[src/rtl/regbank_writeback_if.sv]
// -----------------------------------------------------------------------------
// regbank_writeback_if
// Bundles every signal between the execute/memory/decode stages and the
// register-bank write front end.
//   master : pipeline side (drives results, issue info, decode selects)
//   slave  : regbank_writeback (drives readies, busy flags, bank write port)
// Signals:
//   bank_ready                       bank initialised and accepting writes
//   alu_valid/alu_rd/alu_data/alu_ready   ALU result channel
//   lsu_valid/lsu_rd/lsu_data/lsu_ready   load result channel
//   issue_valid/issue_rd             destination marked busy at issue
//   rs1_sel/rs2_sel, rs1_busy/rs2_busy    decode hazard query
//   reg_w/rd_sel/rd_data             registered bank write port
//   any_busy                         OR of all scoreboard bits
//
// Handshake: a result transfers on a clock edge where both valid and ready
// are high. A producer holds valid, rd and data stable until that edge;
// ready is combinational, may be low while valid is high, and never depends
// on the bank write port.
// -----------------------------------------------------------------------------
interface regbank_writeback_if #(
  parameter int BW = 5,
  parameter int RW = 32
);
  logic          bank_ready;
  logic          alu_valid;
  logic [BW-1:0] alu_rd;
  logic [RW-1:0] alu_data;
  logic          alu_ready;
  logic          lsu_valid;
  logic [BW-1:0] lsu_rd;
  logic [RW-1:0] lsu_data;
  logic          lsu_ready;
  logic          issue_valid;
  logic [BW-1:0] issue_rd;
  logic [BW-1:0] rs1_sel;
  logic [BW-1:0] rs2_sel;
  logic          rs1_busy;
  logic          rs2_busy;
  logic          reg_w;
  logic [BW-1:0] rd_sel;
  logic [RW-1:0] rd_data;
  logic          any_busy;

  modport master (
    output bank_ready, alu_valid, alu_rd, alu_data, lsu_valid, lsu_rd, lsu_data,
           issue_valid, issue_rd, rs1_sel, rs2_sel,
    input  alu_ready, lsu_ready, rs1_busy, rs2_busy, reg_w, rd_sel, rd_data, any_busy
  );

  modport slave (
    input  bank_ready, alu_valid, alu_rd, alu_data, lsu_valid, lsu_rd, lsu_data,
           issue_valid, issue_rd, rs1_sel, rs2_sel,
    output alu_ready, lsu_ready, rs1_busy, rs2_busy, reg_w, rd_sel, rd_data, any_busy
  );
endinterface

[src/rtl/regbank_writeback.sv]
// -----------------------------------------------------------------------------
// regbank_writeback
// Write-side front end of the integer register bank. Accepts ALU and load
// results (load has fixed priority), drives one registered bank write per
// cycle, and keeps a per-register busy scoreboard for the decode stall logic.
// Ports:
//   clk          clock
//   rst          synchronous reset, active-low
//   bus          regbank_writeback_if.slave (all handshake and bank signals)
//   state_dbg_o  current FSM state (0 = INIT, 1 = RUN)
// -----------------------------------------------------------------------------
module regbank_writeback #(
  parameter int BANK_WIDTH     = 5,
  parameter int REGISTER_WIDTH = 32
) (
  input  logic                clk,
  input  logic                rst,
  regbank_writeback_if.slave  bus,
  output logic                state_dbg_o
);

  localparam int NUM_REGS = 1 << BANK_WIDTH;

  typedef enum logic {
    ST_INIT = 1'b0,
    ST_RUN  = 1'b1
  } state_e;

  state_e                    state_q, state_d;
  logic [NUM_REGS-1:0]       sb_q, sb_d;
  logic                      reg_w_q, reg_w_d;
  logic [BANK_WIDTH-1:0]     rd_sel_q, rd_sel_d;
  logic [REGISTER_WIDTH-1:0] rd_data_q, rd_data_d;

  logic                      run;
  logic                      lsu_acc;
  logic                      alu_acc;
  logic                      acc;
  logic [BANK_WIDTH-1:0]     acc_rd;
  logic [REGISTER_WIDTH-1:0] acc_data;

  // Arbitration. Traffic only moves while running and the bank is up, so a
  // cycle in which the bank drops never completes a handshake.
  always_comb begin
    run      = (state_q == ST_RUN) && bus.bank_ready;
    lsu_acc  = run && bus.lsu_valid;
    alu_acc  = run && bus.alu_valid && !bus.lsu_valid;
    acc      = lsu_acc || alu_acc;
    acc_rd   = lsu_acc ? bus.lsu_rd   : bus.alu_rd;
    acc_data = lsu_acc ? bus.lsu_data : bus.alu_data;
  end

  assign bus.lsu_ready = lsu_acc;
  assign bus.alu_ready = alu_acc;

  always_comb begin
    state_d   = state_q;
    sb_d      = sb_q;
    reg_w_d   = 1'b0;
    rd_sel_d  = rd_sel_q;
    rd_data_d = rd_data_q;

    case (state_q)
      ST_INIT: state_d = bus.bank_ready ? ST_RUN : ST_INIT;
      ST_RUN:  state_d = bus.bank_ready ? ST_RUN : ST_INIT;
      default: state_d = ST_INIT;
    endcase

    if (!run) begin
      // Bank is (re)initialising: nothing pending survives, issue is ignored.
      sb_d = '0;
    end else begin
      if (acc) begin
        sb_d[acc_rd] = 1'b0;
        // x0 completes its handshake but is never written.
        if (acc_rd != '0) begin
          reg_w_d   = 1'b1;
          rd_sel_d  = acc_rd;
          rd_data_d = acc_data;
        end
      end
      // Applied after the clear: a new producer issued on the same edge as
      // the old one's writeback keeps the register busy.
      if (bus.issue_valid && (bus.issue_rd != '0)) begin
        sb_d[bus.issue_rd] = 1'b1;
      end
    end
  end

  always_ff @(posedge clk) begin
    if (!rst) begin
      state_q   <= ST_INIT;
      sb_q      <= '0;
      reg_w_q   <= 1'b0;
      rd_sel_q  <= '0;
      rd_data_q <= '0;
    end else begin
      state_q   <= state_d;
      sb_q      <= sb_d;
      reg_w_q   <= reg_w_d;
      rd_sel_q  <= rd_sel_d;
      rd_data_q <= rd_data_d;
    end
  end

  // The scoreboard bit clears at the accept edge, but the bank only holds the
  // value one cycle later, so the in-flight write port also counts as busy.
  always_comb begin
    bus.rs1_busy = (bus.rs1_sel != '0) &&
                   (sb_q[bus.rs1_sel] || (reg_w_q && (rd_sel_q == bus.rs1_sel)));
    bus.rs2_busy = (bus.rs2_sel != '0) &&
                   (sb_q[bus.rs2_sel] || (reg_w_q && (rd_sel_q == bus.rs2_sel)));
  end

  assign bus.any_busy = |sb_q;
  assign bus.reg_w    = reg_w_q;
  assign bus.rd_sel   = rd_sel_q;
  assign bus.rd_data  = rd_data_q;
  assign state_dbg_o  = state_q;

endmodule

[src/flat_wrapper.sv]
// flat-port wrapper written by rule: the top's interface ports become plain ports
module regbank_writeback_flat 
#(
  parameter int BANK_WIDTH     = 5,
  parameter int REGISTER_WIDTH = 32
)
  (clk, rst, state_dbg_o, bus_bank_ready, bus_alu_valid, bus_alu_rd, bus_alu_data, bus_lsu_valid, bus_lsu_rd, bus_lsu_data, bus_issue_valid, bus_issue_rd, bus_rs1_sel, bus_rs2_sel, bus_alu_ready, bus_lsu_ready, bus_rs1_busy, bus_rs2_busy, bus_reg_w, bus_rd_sel, bus_rd_data, bus_any_busy);
  regbank_writeback_if #(.BW((5)), .RW((32))) bus_i ();
  input  logic clk;
  input  logic rst;
  output logic state_dbg_o;
  input wire logic [$bits(bus_i.bank_ready)-1:0] bus_bank_ready;
  input wire logic [$bits(bus_i.alu_valid)-1:0] bus_alu_valid;
  input wire logic [$bits(bus_i.alu_rd)-1:0] bus_alu_rd;
  input wire logic [$bits(bus_i.alu_data)-1:0] bus_alu_data;
  input wire logic [$bits(bus_i.lsu_valid)-1:0] bus_lsu_valid;
  input wire logic [$bits(bus_i.lsu_rd)-1:0] bus_lsu_rd;
  input wire logic [$bits(bus_i.lsu_data)-1:0] bus_lsu_data;
  input wire logic [$bits(bus_i.issue_valid)-1:0] bus_issue_valid;
  input wire logic [$bits(bus_i.issue_rd)-1:0] bus_issue_rd;
  input wire logic [$bits(bus_i.rs1_sel)-1:0] bus_rs1_sel;
  input wire logic [$bits(bus_i.rs2_sel)-1:0] bus_rs2_sel;
  output wire logic [$bits(bus_i.alu_ready)-1:0] bus_alu_ready;
  output wire logic [$bits(bus_i.lsu_ready)-1:0] bus_lsu_ready;
  output wire logic [$bits(bus_i.rs1_busy)-1:0] bus_rs1_busy;
  output wire logic [$bits(bus_i.rs2_busy)-1:0] bus_rs2_busy;
  output wire logic [$bits(bus_i.reg_w)-1:0] bus_reg_w;
  output wire logic [$bits(bus_i.rd_sel)-1:0] bus_rd_sel;
  output wire logic [$bits(bus_i.rd_data)-1:0] bus_rd_data;
  output wire logic [$bits(bus_i.any_busy)-1:0] bus_any_busy;
  assign bus_i.bank_ready = bus_bank_ready;
  assign bus_i.alu_valid = bus_alu_valid;
  assign bus_i.alu_rd = bus_alu_rd;
  assign bus_i.alu_data = bus_alu_data;
  assign bus_i.lsu_valid = bus_lsu_valid;
  assign bus_i.lsu_rd = bus_lsu_rd;
  assign bus_i.lsu_data = bus_lsu_data;
  assign bus_i.issue_valid = bus_issue_valid;
  assign bus_i.issue_rd = bus_issue_rd;
  assign bus_i.rs1_sel = bus_rs1_sel;
  assign bus_i.rs2_sel = bus_rs2_sel;
  assign bus_alu_ready = bus_i.alu_ready;
  assign bus_lsu_ready = bus_i.lsu_ready;
  assign bus_rs1_busy = bus_i.rs1_busy;
  assign bus_rs2_busy = bus_i.rs2_busy;
  assign bus_reg_w = bus_i.reg_w;
  assign bus_rd_sel = bus_i.rd_sel;
  assign bus_rd_data = bus_i.rd_data;
  assign bus_any_busy = bus_i.any_busy;
  regbank_writeback #(.BANK_WIDTH(BANK_WIDTH), .REGISTER_WIDTH(REGISTER_WIDTH)) u_core (.clk(clk), .rst(rst), .bus(bus_i), .state_dbg_o(state_dbg_o));
endmodule
[config.mk]
export PLATFORM = sky130hd
export DESIGN_NAME = regbank_writeback_flat
export DESIGN_NICKNAME = d
export VERILOG_FILES = /design/src/rtl/regbank_writeback_if.sv /design/src/rtl/regbank_writeback.sv /design/src/flat_wrapper.sv
export SDC_FILE = /design/constraint.sdc
export NUM_CORES = 1
export LEC_CHECK = 0
export BUFFER_PORTS_ARGS = -buffer_cell sky130_fd_sc_hd__buf_2
export CORE_ASPECT_RATIO = 0.7
export CORE_MARGIN = 2
export CORE_UTILIZATION = 51
export DETAILED_ROUTE_END_ITERATION = 12
export PLACE_DENSITY = 0.87
export SLEW_MARGIN = 20
export SYNTH_ARGS = -nofsm -noshare
export SYNTH_HDL_FRONTEND = slang
export SYNTH_SLANG_ARGS = --single-unit
[constraint.sdc]
create_clock -name clk -period 1.8 [get_ports clk]
set_input_delay 0.27 -clock clk [delete_from_list [all_inputs] [get_ports clk]]
set_output_delay 0.27 -clock clk [all_outputs]
set_load 0.1 [all_outputs]
==> flow_summary.toml <==
[cells_and_area]
area_growth_pct = 39.2
layout_common_cells = "nand2_1 (147), buf_2 (132), dfxtp_1 (61)"
fin_nets = 811
fin_util = 0.742
fill_cells = 592
n_antenna_cell = 0
final_cell_area_um2 = 5920
layout_commonest_cell = "nand2_1"
drive_gt1_frac = 0.366
fin_cells = 822

[yosys]
synth.area.top_cells = "dfxtp_1 (33%), nand2_1 (13%), mux2i_1 (12%)"
syn_nets = 633
ys_seq_area_frac = 0.334
synthFlopType = "dfxtp_1"
synthDistinctLibCells = 48
syn_inst = 538
synth-seq-cells = 71
yosysWarnings = 0
synth_edf_count = 0
avgSynthCellArea_um2 = 7.90
yosys.area.top_type_share = 0.334
yosys.area.top_type = "dfxtp_1"
syn-cell-area_um2 = 4250
async_flop_share = 0

[timing]
post-route-min-period_ps = 2120
fin_skew_ps = 5.19
rsz0062_at_grt = "true"
post-route-period-util = 1.18
hold_violations = 0
max_slew_margin = 0.526
max_clock_freq_mhz = 473
drv_slew = 0
setup_viol_count_final = 3
worstMarginPinSlew_ps = 708
worst_slack_ps = -315

[floorplanning]
start_util = 0.533
die_h_um = 80.4
fp.dieW_um = 113
ios = 139
die_area_um2 = 9090
num_rows = 27
core_area_um2 = 7970

[setup_path]
crit_slowest_cell = "mux4_2"
crit_cells = 6
endpoint = "bus_rs2_busy"
path_max_fanout = 3
arrival_ps = 1850
cp-end-kind = "output port"
critPathLaunchType = "flip-flop"
worstPathRequired_ps = 1530
crit_chain = "buf_4 -> mux4_2 -> nand3b_1 -> nand3_1 -> o22a_4 -> buf_12"
crit_start = "u_core.sb_q[2]$_SDFF_PN0_"
critPathTopFamily = "multiplexers"
r2r_slack_ps = 90
cpPeakStageDelay_ps = 490
worstReg2RegEnd = "u_core.sb_q[27]$_SDFF_PN0_"
worstSetupPathType = "flip-flop to output port"
cp_num_buf_inv = 2
rr_worst_depth = 7
r2r-start = "u_core.state_dbg_o$_SDFF_PN0_"

[hold_path]
min_delay_path_depth = 2
holdCritPathClass = "input port to flip-flop"

[global_routing]
grt_overflow_total = 0
grt_use_total = 0.293
grt_pass1_vias = 4451
grt_max_degree = 40
grt_pass1_wl_mm = 21.2
antenna_found_initial = 0

[power_and_ir_drop]
ir_drop_mv = 0.685
p_per_area_nw_per_um2 = 733
power.leakage_uw = 0.00285

[place]
io_buffers = 138
place.gp.congestion = 0.952
dp_cells = 806
placed_cell_area_um2 = 5470
dp_hpwl_mm = 10.1

[routing]
drtPass1Iterations = 9
initialDrtViolationCount = 342
post_drt_wl_per_cell_um = 16.4
ant_nets = 0
drc = 5
vias = 4566
vias_per_cell = 5.55
wl_mm = 13.5

[clock_network]
post-cts-setup-buffer-count = 0
clk_pin_slew_ps = 60
cts.sinks = 71
clk_latency_ps = 330
cts.path.max_buffers = 2
cts_root_buf = "clkbuf_16"
cts_tree = "built"
cts_buffers = 9
ctsHoldBuffers = 0
h-tree-depth = 3

[status]
status = "finished, violations left"
violations = "design-rule violations, negative setup slack"

[flow_run]
maxCapViolations = 0
-- stage by stage --
step / worst slack [ps] / hold WS (ps) / setup TNS, ps / power, µW
6_report: -315 / 226 / -844 / 4330
4_1_cts: -274 / 222 / -809 / 4330
3_5_place_dp: -418 / 507 / -647 / 2440
5_1_grt: -360 / 233 / -970 / 4470
3_3_place_gp: -352 / 493 / -545 / 2420
2_1_floorplan: -160 / 397 / -235 / 2180
-- power by group --
part / switching (µW) / internal [µW]
Sequential: 17.8 / 1590
Combinational: 533 / 307
Clock: 685 / 1200
Total: 1240 / 3100
-- synthesized netlist by cell type (4+ instances only) --
| library cell | number |
|---|---|
| a21oi_1 | 36 |
| buf_2 | 9 |
| clkbuf_1 | 11 |
| dfxtp_1 | 71 |
| mux2_2 | 8 |
| mux2i_1 | 53 |
| mux4_2 | 6 |
| nand2_1 | 148 |
| nand2b_1 | 11 |
| nand3_1 | 8 |
| nand4_1 | 4 |
| nor2_1 | 18 |
| nor2b_1 | 42 |
| nor3_1 | 8 |
| nor3b_1 | 4 |
| nor4_1 | 10 |
| o21ai_0 | 19 |
| o21ai_1 | 17 |
| xnor2_1 | 4 |
| xor2_1 | 6 |
-- sequential cells by signal (all words and copies together), names as in the netlist --
name,cells
u_core.bus.rd_data,32
u_core.sb_q,32
u_core.state_dbg_o,1
u_core.bus.reg_w,1
u_core.bus.rd_sel,5
-- layer usage --
metal	track usage	vias to the layer above	share of wire
met5	0	-	0
met4	0.0988	0	0.031
met3	0.101	46	0.11
met2	0.480	242	0.46
met1	0.364	2083	0.40
li1	-	2195	-
-- repair_timing --
action / 4_1_cts / 5_1_grt
pin swaps: 9 / 4
endpoints found under the setup margin: 3 / 5
resized for setup: 20 / 9
hold endpoints to repair: 0 / 0
-- final cells by class --
class                      count  area (µm²)  share of cell area
multi-input combinational    432        2760               0.466
inverter                       4        16.3             0.00275
tap                          101         126              0.0214
clock inverter                 7        87.6              0.0148
sequential                    71        1450               0.245
clock buffer                   9         225              0.0381
timing repair buffer         198        1250               0.212
-- worst min path at each step --
stage | start | endpoint | slack [ps]
CTS | bus_bank_ready | u_core.state_dbg_o$_SDFF_PN0_ | 220
global placement | u_core.bus.rd_data[22]$_SDFFE_PN0P_ | u_core.bus.rd_data[22]$_SDFFE_PN0P_ | 490
detailed placement | u_core.bus.rd_data[23]$_SDFFE_PN0P_ | u_core.bus.rd_data[23]$_SDFFE_PN0P_ | 510
finish | bus_bank_ready | u_core.state_dbg_o$_SDFF_PN0_ | 230
global route | bus_bank_ready | u_core.state_dbg_o$_SDFF_PN0_ | 230
floorplan | bus_bank_ready | u_core.state_dbg_o$_SDFF_PN0_ | 400
-- logic make-up after synthesis --
| family | count (synthesis) | synth area share |
|---|---|---|
| buf+inv | 35 | 0.0506 |
| mux | 68 | 0.183 |
| xor+xnor | 10 | 0.0206 |
| simple gates | 266 | 0.299 |
| compound gates | 88 | 0.113 |
| flops | 71 | 0.334 |
Note: power is estimated with default switching activity, not from simulation.
